<file path="src/rtl/sram_arbiter.sv">
// sram_arbiter: shares one SRAM controller port among N_PORTS requesters.
// Port 0 (display) has priority with bounded starvation of the others;
// ports 1..N_PORTS-1 are served round-robin.
// Optional build macro SRAM_ARB_STATS_EN adds per-port saturating ack counters.
module sram_arbiter #(
   parameter int N_PORTS      = 4,
   parameter int ADDR_W       = 24,
   parameter int DATA_W       = 32,
   parameter int STARVE_LIMIT = 16
) (
   input  logic                      clk_sram,
   input  logic                      rst_n_sram,
   input  logic [N_PORTS-1:0]        req,
   input  logic [N_PORTS-1:0]        we,
   input  logic [N_PORTS*ADDR_W-1:0] addr,
   input  logic [N_PORTS*DATA_W-1:0] wdata,
   output logic [N_PORTS-1:0]        ack,
   output logic [N_PORTS-1:0]        ready,
   output logic [DATA_W-1:0]         rdata,
   output logic [2:0]                grant_id,
   output logic                      mem_req,
   output logic                      mem_we,
   output logic [ADDR_W-1:0]         mem_addr,
   output logic [DATA_W-1:0]         mem_wdata,
   input  logic [DATA_W-1:0]         mem_rdata,
   input  logic                      mem_ack,
   input  logic                      mem_ready
`ifdef SRAM_ARB_STATS_EN
   ,
   input  logic                      stats_clr,
   output logic [N_PORTS*16-1:0]     stats_grants
`endif
);

   typedef enum logic [1:0] {IDLE, WAIT_ACK, RESP} state_t;

   localparam logic [7:0] LIMIT8    = 8'(STARVE_LIMIT);
   localparam logic [2:0] LAST_PORT = 3'(N_PORTS - 1);

   state_t               state, state_nxt;
   logic [7:0]           starve_cnt;
   logic [2:0]           rr_ptr;
   logic                 mask_en;
   logic [N_PORTS-1:0]   elig;
   logic [2:0]           rr_base;
   logic                 hi_vld, lo_vld;
   logic [2:0]           hi_win, lo_win;
   logic [2:0]           win;
   logic                 win_vld;
   logic                 grant_go;
   logic                 others_req;
   logic                 sel_we;
   logic [ADDR_W-1:0]    sel_addr;
   logic [DATA_W-1:0]    sel_wdata;
   logic [N_PORTS-1:0]   ack_set;

   assign ready      = {N_PORTS{(state == IDLE) && mem_ready}};
   assign others_req = |req[N_PORTS-1:1];
   assign grant_go   = (state == IDLE) && mem_ready && win_vld;

   // Eligibility mask and winner selection (port-0 priority, round-robin for the rest)
   always_comb begin
      elig = req;
      // the port acked in the preceding RESP sits out the first IDLE cycle
      if (mask_en) begin
         for (int unsigned i = 0; i < N_PORTS; i++) begin
            if (grant_id == 3'(i)) elig[i] = 1'b0;
         end
      end
      rr_base = (rr_ptr == '0) ? 3'd1 : rr_ptr;
      hi_vld  = 1'b0;
      lo_vld  = 1'b0;
      hi_win  = '0;
      lo_win  = '0;
      // lowest eligible port at/after rr_base, and lowest overall for the wrap case
      for (int unsigned i = 1; i < N_PORTS; i++) begin
         if (elig[i] && !lo_vld) begin
            lo_vld = 1'b1;
            lo_win = 3'(i);
         end
         if (elig[i] && !hi_vld && (3'(i) >= rr_base)) begin
            hi_vld = 1'b1;
            hi_win = 3'(i);
         end
      end
      win     = '0;
      win_vld = 1'b0;
      if (elig[0] && ((starve_cnt < LIMIT8) || !lo_vld)) begin
         win_vld = 1'b1;
      end else if (hi_vld) begin
         win     = hi_win;
         win_vld = 1'b1;
      end else if (lo_vld) begin
         win     = lo_win;
         win_vld = 1'b1;
      end
   end

   // Mux the winner's request fields and decode the ack one-hot
   always_comb begin
      sel_we    = 1'b0;
      sel_addr  = '0;
      sel_wdata = '0;
      ack_set   = '0;
      for (int unsigned i = 0; i < N_PORTS; i++) begin
         if (win == 3'(i)) begin
            sel_we    = we[i];
            sel_addr  = addr[i*ADDR_W +: ADDR_W];
            sel_wdata = wdata[i*DATA_W +: DATA_W];
         end
         if (grant_id == 3'(i)) ack_set[i] = 1'b1;
      end
   end

   // FSM state register
   always_ff @(posedge clk_sram or negedge rst_n_sram) begin
      if (!rst_n_sram) state <= IDLE;
      else             state <= state_nxt;
   end

   // FSM next-state logic
   always_comb begin
      state_nxt = state;
      case (state)
         IDLE:     if (grant_go) state_nxt = WAIT_ACK;
         WAIT_ACK: if (mem_ack)  state_nxt = RESP;
         RESP:     state_nxt = IDLE;
         default:  state_nxt = IDLE;
      endcase
   end

   // Request/response datapath, starvation counter and round-robin pointer
   always_ff @(posedge clk_sram or negedge rst_n_sram) begin
      if (!rst_n_sram) begin
         mem_req    <= 1'b0;
         mem_we     <= 1'b0;
         mem_addr   <= '0;
         mem_wdata  <= '0;
         rdata      <= '0;
         ack        <= '0;
         grant_id   <= '0;
         starve_cnt <= '0;
         rr_ptr     <= '0;
         mask_en    <= 1'b0;
      end else begin
         ack     <= '0;
         mask_en <= (state == RESP);
         if (grant_go) begin
            mem_req   <= 1'b1;
            mem_we    <= sel_we;
            mem_addr  <= sel_addr;
            mem_wdata <= sel_wdata;
            grant_id  <= win;
            if (win == '0) begin
               if (!others_req)             starve_cnt <= '0;
               else if (starve_cnt != '1)   starve_cnt <= starve_cnt + 8'd1;
            end else begin
               starve_cnt <= '0;
               rr_ptr     <= (win == LAST_PORT) ? 3'd1 : win + 3'd1;
            end
         end
         if ((state == WAIT_ACK) && mem_ack) begin
            mem_req <= 1'b0;
            ack     <= ack_set;
            if (!mem_we) rdata <= mem_rdata;
         end
      end
   end

`ifdef SRAM_ARB_STATS_EN
   logic [15:0] grant_cnt [N_PORTS];

   // Per-port saturating ack counters; clear wins over a same-cycle increment
   always_ff @(posedge clk_sram or negedge rst_n_sram) begin
      if (!rst_n_sram) begin
         for (int unsigned i = 0; i < N_PORTS; i++) grant_cnt[i] <= '0;
      end else if (stats_clr) begin
         for (int unsigned i = 0; i < N_PORTS; i++) grant_cnt[i] <= '0;
      end else begin
         for (int unsigned i = 0; i < N_PORTS; i++) begin
            if (ack[i] && (grant_cnt[i] != '1)) grant_cnt[i] <= grant_cnt[i] + 16'd1;
         end
      end
   end

   // Flatten counters onto the stats bus
   always_comb begin
      stats_grants = '0;
      for (int unsigned i = 0; i < N_PORTS; i++) stats_grants[i*16 +: 16] = grant_cnt[i];
   end
`endif

endmodule

</file>
<file path="config.mk">
export PLATFORM = sky130hd
export DESIGN_NAME = sram_arbiter
export DESIGN_NICKNAME = d
export VERILOG_FILES = /design/src/rtl/sram_arbiter.sv
export SDC_FILE = /design/constraint.sdc
export NUM_CORES = 1
export LEC_CHECK = 0
export ABC_AREA = 0
export BUFFER_PORTS_ARGS = -buffer_cell sky130_fd_sc_hd__buf_2
export CORE_AREA = 2 2 144 146
export CTS_CLUSTER_SIZE = 24
export DETAILED_ROUTE_END_ITERATION = 10
export DIE_AREA = 0 0 146 148
export GPL_TIMING_DRIVEN = 0
export PLACE_DENSITY = 0.58
export SLEW_MARGIN = 0
export SYNTH_ARGS = -nofsm -noshare
export SYNTH_HDL_FRONTEND = slang
export SYNTH_SLANG_ARGS = --single-unit
</file>
<file path="constraint.sdc">
create_clock -name clk_sram -period 4.4 [get_ports clk_sram]
set_clock_uncertainty 0.05 [all_clocks]
set_input_delay 0.22 -clock clk_sram [delete_from_list [all_inputs] [get_ports clk_sram]]
set_output_delay 0.22 -clock clk_sram [all_outputs]
set_load 0.02 [all_outputs]
</file>
==> flow_metrics.py, run 1 <==
metrics = {
    "outcome": {
        "outcome": "finished, final reports clean",
    },
    "global_routing": {
        "grt_remaining_overflow": 0,
        "antenna_found_initial": 0,
        "grt_util_all_layers": 0.221,
        "grt_max_degree": 64,
        "grt_pass1_vias": 6680,
        "grt_first_pass_wirelength_um": 37300,
    },
    "synthesis": {
        "synthTopCellsByCount": "a21oi_1 (169), dfrtp_1 (109), nor2b_1 (59), nor3_1 (59), a221oi_1 (56)",
        "yosys.area.top_type": "dfrtp_1",
        "yosysMostFrequentCell": "a21oi_1",
        "yosysSeqAreaShare": 0.442,
        "synthTopCellsByArea": "dfrtp_1 (44%), a21oi_1 (14%), a221oi_1 (8.0%)",
        "syn_area_mm2": 0.00617,
        "synth_cell_type_count": 45,
        "yosys_warnings": 0,
        "synth_edf_count": 0,
        "syn_avg_cell_area_um2": 9.38,
        "synth-seq-cells": 109,
        "synthCells": 657,
        "synth_top_flop_cell": "dfrtp_1",
        "synth_fp_nets": 931,
        "synth_async_sr_flop_share": 1.00,
        "yosysTopAreaCellShare": 0.442,
    },
    "routing": {
        "vias": 6697,
        "drt-total-wl_um": 24800,
        "via_per_inst": 5.10,
        "antenna_left": 0,
        "wl_per_cell_um": 18.9,
        "drt_iter0_drc": 283,
        "dr.pass1.iters": 7,
        "remaining_drc_errors": 0,
    },
    "floorplan": {
        "start_util": 0.308,
        "die_w_um": 146,
        "coreArea_mm2": 0.0200,
        "io_pins": 369,
        "dieArea_mm2": 0.0216,
        "die_h_um": 148,
        "core.rowCount": 52,
    },
    "placement": {
        "place_inst": 1294,
        "dp_hpwl_um": 19300,
        "place_area_mm2": 0.00837,
        "place_congestion": 0.872,
        "post-place-ws_ps": 710,
        "io_buffers": 366,
    },
    "timing": {
        "finalSetupTns_ps": 0,
        "rsz0062_at_grt": "false",
        "max_slew_margin": 0.453,
        "slew_violations": 0,
        "hold_viol": 0,
        "fmax_mhz": 272,
        "setup_viol": 0,
        "layout_setup_ws_ps": 720,
        "period_needed_ps": 3680,
        "worst_pin_slew_ps": 820,
        "fin_crit_sh": 0.836,
    },
    "final_layout": {
        "fill_cells": 2093,
        "utilization": 0.433,
        "syn_to_final_growth_pct": 40.6,
        "drive_gt1_frac": 0.437,
        "final_area_mm2": 0.00867,
        "final_cells": 1312,
        "layout.nets": 1310,
    },
    "clocking": {
        "cts_tree": "built",
        "cts_setup_buffers": 0,
        "ctsResizeCount": 0,
        "ctsLongestPathBuffers": 2,
        "htreeDepth": 3,
        "clock_latency_ps": 350,
        "cts_sinks": 109,
        "clockRootBuffer": "clkbuf_16",
        "cts_buffers": 9,
        "clk_pin_slew_ps": 80,
    },
    "critical_path": {
        "crit_arrival_ps": 3910,
        "path_class": "reg2reg",
        "start_kind": "flop",
        "endpoint_kind": "flop",
        "worstPathRequired_ps": 4630,
        "path_max_fanout": 10,
    },
    "power_and_ir_drop": {
        "peakVddDrop_uv": 219,
        "power_density_mw_per_mm2": 614,
        "p_leak_nw": 4.06,
    },
    "worst_hold_path": {
        "hold_class": "in2reg",
    },
    "flow_run": {
        "drv_cap": 0,
    },
}
[sequential cells by signal (all words and copies together) (netlist names)]
| signal | flops |
|---|---|
| rr_ptr | 2 |
| grant_id | 2 |
| mask_en | 1 |
| mem_req | 1 |
| mem_wdata | 32 |
| rdata | 32 |
| starve_cnt | 8 |
| mem_we | 1 |
| ack | 4 |
| state | 2 |
| mem_addr | 24 |
[final timing paths]
check,slack [ps],end,depth (start not counted),startpoint
worst max-delay path,720,mem_addr[18],13,grant_id[1]
worst min-delay path,20,state[0],2,mem_ack
worst max register to register,720,mem_addr[18],13,grant_id[1]
worst min register to register,420,mask_en,1,state[0]
max in group asynchronous,3310,mem_wdata[10],3,rst_n_sram
min in group asynchronous,310,rdata[17],2,rst_n_sram
[per-stage QoR]
stage               power (W)  hold WS, ps
floorplan             0.00347         -126
global placement      0.00452          378
detailed placement    0.00455          130
CTS                   0.00537         12.6
global route          0.00571         11.7
finish                0.00532         23.0
[per-layer routing]
| metal | up-vias | global-route usage | share of wire |
|---|---|---|---|
| li1 | 3202 | - | - |
| met1 | 3185 | 0.284 | 0.43 |
| met2 | 293 | 0.383 | 0.49 |
| met3 | 17 | 0.0537 | 0.076 |
| met4 | 0 | 0.0408 | 0.0094 |
| met5 | - | 0 | 0 |
[area by class of cell]
class / instances / area (um^2) / area share
well taps: 270 / 338 / 0.0390
repair buffers: 368 / 1880 / 0.216
inverters: 7 / 26.3 / 0.00303
diodes: 1 / 2.50 / 0.000289
clock inverters: 7 / 62.6 / 0.00722
plain buffers: 70 / 400 / 0.0462
clock buffers: 9 / 225 / 0.0260
multi-input cells: 471 / 3010 / 0.347
flip-flops and latches: 109 / 2730 / 0.315
[report_power, final]
part,internal (W),leakage [nW],switching [W]
logic,0.00106,2.63,0.00177
clock network,0.000393,0.135,0.000402
registers,0.00146,1.29,0.000242
[worst max-delay path: stages, from the launching register on]
cell	delay, ps
dfrtp_1	380
buf_4	170
nand3b_1	210
nand2_1	100
nor2_1	40
a21oi_1	260
and2_1	220
ha_1	400
clkbuf_1	460
clkbuf_1	580
a221oi_1	110
nor3_1	380
a21oi_1	90
a21oi_1	170
[kinds of logic after synthesis]
| kind of cell | after synthesis | share of synthesized area |
|---|---|---|
| adders and majority gates | 6 | 0.0122 |
| and+or+nand+nor | 165 | 0.146 |
| other | 1 | 0.000608 |
| muxes | 35 | 0.0637 |
| AOI/OAI and AO/OA | 264 | 0.266 |
| DFF | 109 | 0.442 |
| buffers and inverters | 77 | 0.0692 |
[cells in the final DEF, fill, tap and decap left out, types with 8 or more instances in the layout]
cell / n
nor2_1: 10
mux2_2: 34
nor3_1: 59
a21oi_2: 9
nand2_1: 16
clkbuf_1: 43
buf_4: 8
clkbuf_16: 9
dfrtp_1: 109
buf_2: 367
a221oi_1: 56
a21oi_1: 169
nor2b_1: 59
buf_6: 15
[repair_timing]
item | in CTS | in global routing
hold buffers | 1 | 0
setup endpoints to repair | 0 | 0
hold endpoints to repair | 46 | 0
(Power assumes the default switching activity.)
==> run 2, diff against run 1 <==
==> constraint.sdc (replaced) <==
create_clock -name clk_sram -period 3.5 [get_ports clk_sram]
set_clock_uncertainty 0.05 [all_clocks]
set_input_delay 0.175 -clock clk_sram [delete_from_list [all_inputs] [get_ports clk_sram]]
set_output_delay 0.175 -clock clk_sram [all_outputs]
set_load 0.02 [all_outputs]
==> flow_metrics.py, run 2 (synthesis gave the netlist of run 1 again) <==
metrics = {
    "outcome": {
        "outcome": "finished, final reports clean",
    },
    "floorplan": {
        "coreArea_mm2": 0.0200,
        "die_h_um": 148,
        "die_w_um": 146,
        "core.rowCount": 52,
        "io_pins": 369,
        "dieArea_mm2": 0.0216,
        "start_util": 0.308,
    },
    "worst_hold_path": {
        "hold_class": "in2reg",
    },
    "placement": {
        "io_buffers": 366,
        "place_inst": 1294,
        "post-place-ws_ps": -190,
        "dp_hpwl_um": 19300,
        "place_congestion": 0.872,
    },
    "routing": {
        "drt_iter0_drc": 276,
        "vias": 6861,
        "dr.pass1.iters": 5,
        "drt-total-wl_um": 25400,
        "via_per_inst": 5.11,
        "antenna_left": 0,
        "wl_per_cell_um": 18.9,
        "remaining_drc_errors": 0,
    },
    "final_layout": {
        "fill_cells": 2040,
        "final_cell_mix": "buf_2 (367), a21oi_1 (169), dfrtp_1 (109)",
        "layout.cells.most_common": "buf_2",
        "drive_gt1_frac": 0.435,
        "reg_top3": "mem_wdata (32), rdata (32), mem_addr (24)",
        "syn_to_final_growth_pct": 45.9,
        "regArea_mm2": 0.00273,
        "final_cells": 1343,
        "multi_input_area_mm2": 0.00301,
        "layout.nets": 1341,
        "utilization": 0.449,
    },
    "power_and_ir_drop": {
        "finalPower_w": 0.00674,
        "p_leak_nw": 4.22,
        "power_density_mw_per_mm2": 749,
        "peakVddDrop_uv": 277,
    },
    "global_routing": {
        "grt_util_all_layers": 0.227,
        "grt_first_pass_wirelength_um": 38400,
        "grt_remaining_overflow": 0,
        "grt_pass1_vias": 6924,
        "grt_max_degree": 64,
        "antenna_found_initial": 0,
    },
    "clocking": {
        "htreeDepth": 3,
        "cts_buffers": 9,
        "clockRootBuffer": "clkbuf_16",
        "cts_sinks": 109,
        "cts_setup_buffers": 0,
        "cts_tree": "built",
        "ctsLongestPathBuffers": 2,
        "clk_pin_slew_ps": 80,
        "clock_latency_ps": 360,
    },
    "timing": {
        "layout_setup_ws_ps": 300,
        "fmax_mhz": 313,
        "fin_crit_sh": 0.914,
        "setup_viol": 0,
        "max_slew_margin": 0.633,
        "rsz0062_at_grt": "true",
        "worst_pin_slew_ps": 551,
        "hold_viol": 0,
        "slew_violations": 0,
        "period_needed_ps": 3200,
    },
    "critical_path": {
        "start_kind": "flop",
        "crit_path_max_incr_delay_ps": 430,
        "path_max_fanout": 10,
        "slowest_stage": "clkbuf_1",
        "worstPathRequired_ps": 3740,
        "path_class": "reg2reg",
        "crit_chain": "buf_6, nand3b_1, o32a_1, nand2_1, o21ai_0, nand2_1, ha_1, clkbuf_2, clkbuf_1, a221oi_1, nor3_1, a21oi_1, a21oi_1",
        "endpoint_kind": "flop",
        "crit_arrival_ps": 3440,
    },
    "flow_run": {
        "drv_cap": 0,
    },
}
==> run 2: cell count changes in the layout (fill, tap and decap cells not counted), sizes merged <==
cell         delta
dlygate4sd3    +31
clkbuf          +1
buf             -1
==> run 2: cell type report <==
type	instances	area share
diodes	1	0.000278
plain buffers	70	0.0459
clock buffers	9	0.0250
clock inverters	7	0.00696
inverters	7	0.00292
multi-input cells	471	0.335
flip-flops and latches	109	0.303
well taps	270	0.0376
repair buffers	399	0.243
==> run 2: path summary, 6_finish.rpt <==
| check | start | to | slack [ps] | cells past startpoint |
|---|---|---|---|---|
| max in group asynchronous | rst_n_sram | mem_wdata[16] | 2460 | 3 |
| setup / recovery | grant_id[0] | mem_addr[1] | 300 | 13 |
| min in group asynchronous | rst_n_sram | rdata[17] | 260 | 2 |
| setup reg to reg | grant_id[0] | mem_addr[1] | 300 | 13 |
| hold / removal | mem_rdata[25] | rdata[25] | 30 | 2 |
| hold reg to reg | state[0] | mask_en | 420 | 1 |
==> run 2: per-stage QoR <==
step                cell area, um^2  setup TNS (ps)  hold slack, ps
finish                         8990               0            28.5
CTS                            8980               0            13.4
global placement               8340           -1120             333
floorplan                      6170               0            -171
global route                   8990           -48.8            3.95
detailed placement             8370           -1000            84.8
==> run 2: timing repair <==
item | CTS | global route
hold buffers | 32 | 0
gates cloned | 0 | 0
hold endpoints to repair | 77 | 0
setup endpoints to repair | 12 | 54
resized for setup | 3 | 14
pin swaps | 0 | 0
==> run 2: metal layers <==
layer	GRT usage	up-vias	wire length [um]
met3	0.0540	22	1760
li1	-	3266	-
met5	0	-	0
met2	0.398	295	12600
met1	0.288	3278	10800
met4	0.0427	0	272
==> run 2: power breakdown <==
part | internal [W] | leakage [nW] | switching [W] | total (W)
logic | 0.00136 | 2.79 | 0.00224 | 0.00359
clock network | 0.000493 | 0.135 | 0.000507 | 0.00100
registers | 0.00183 | 1.29 | 0.000310 | 0.00214
total | 0.00369 | 4.22 | 0.00305 | 0.00674
==> run 2: worst max-delay path, delay by kind of cell (launching register included) <==
family | cells | cell delay (ps)
AND/OR/NAND/NOR | 4 | 610
adder cells (fa/ha/maj) | 1 | 300
flip-flops | 1 | 390
AO/OA/AOI/OAI | 5 | 840
buffers and inverters | 3 | 920
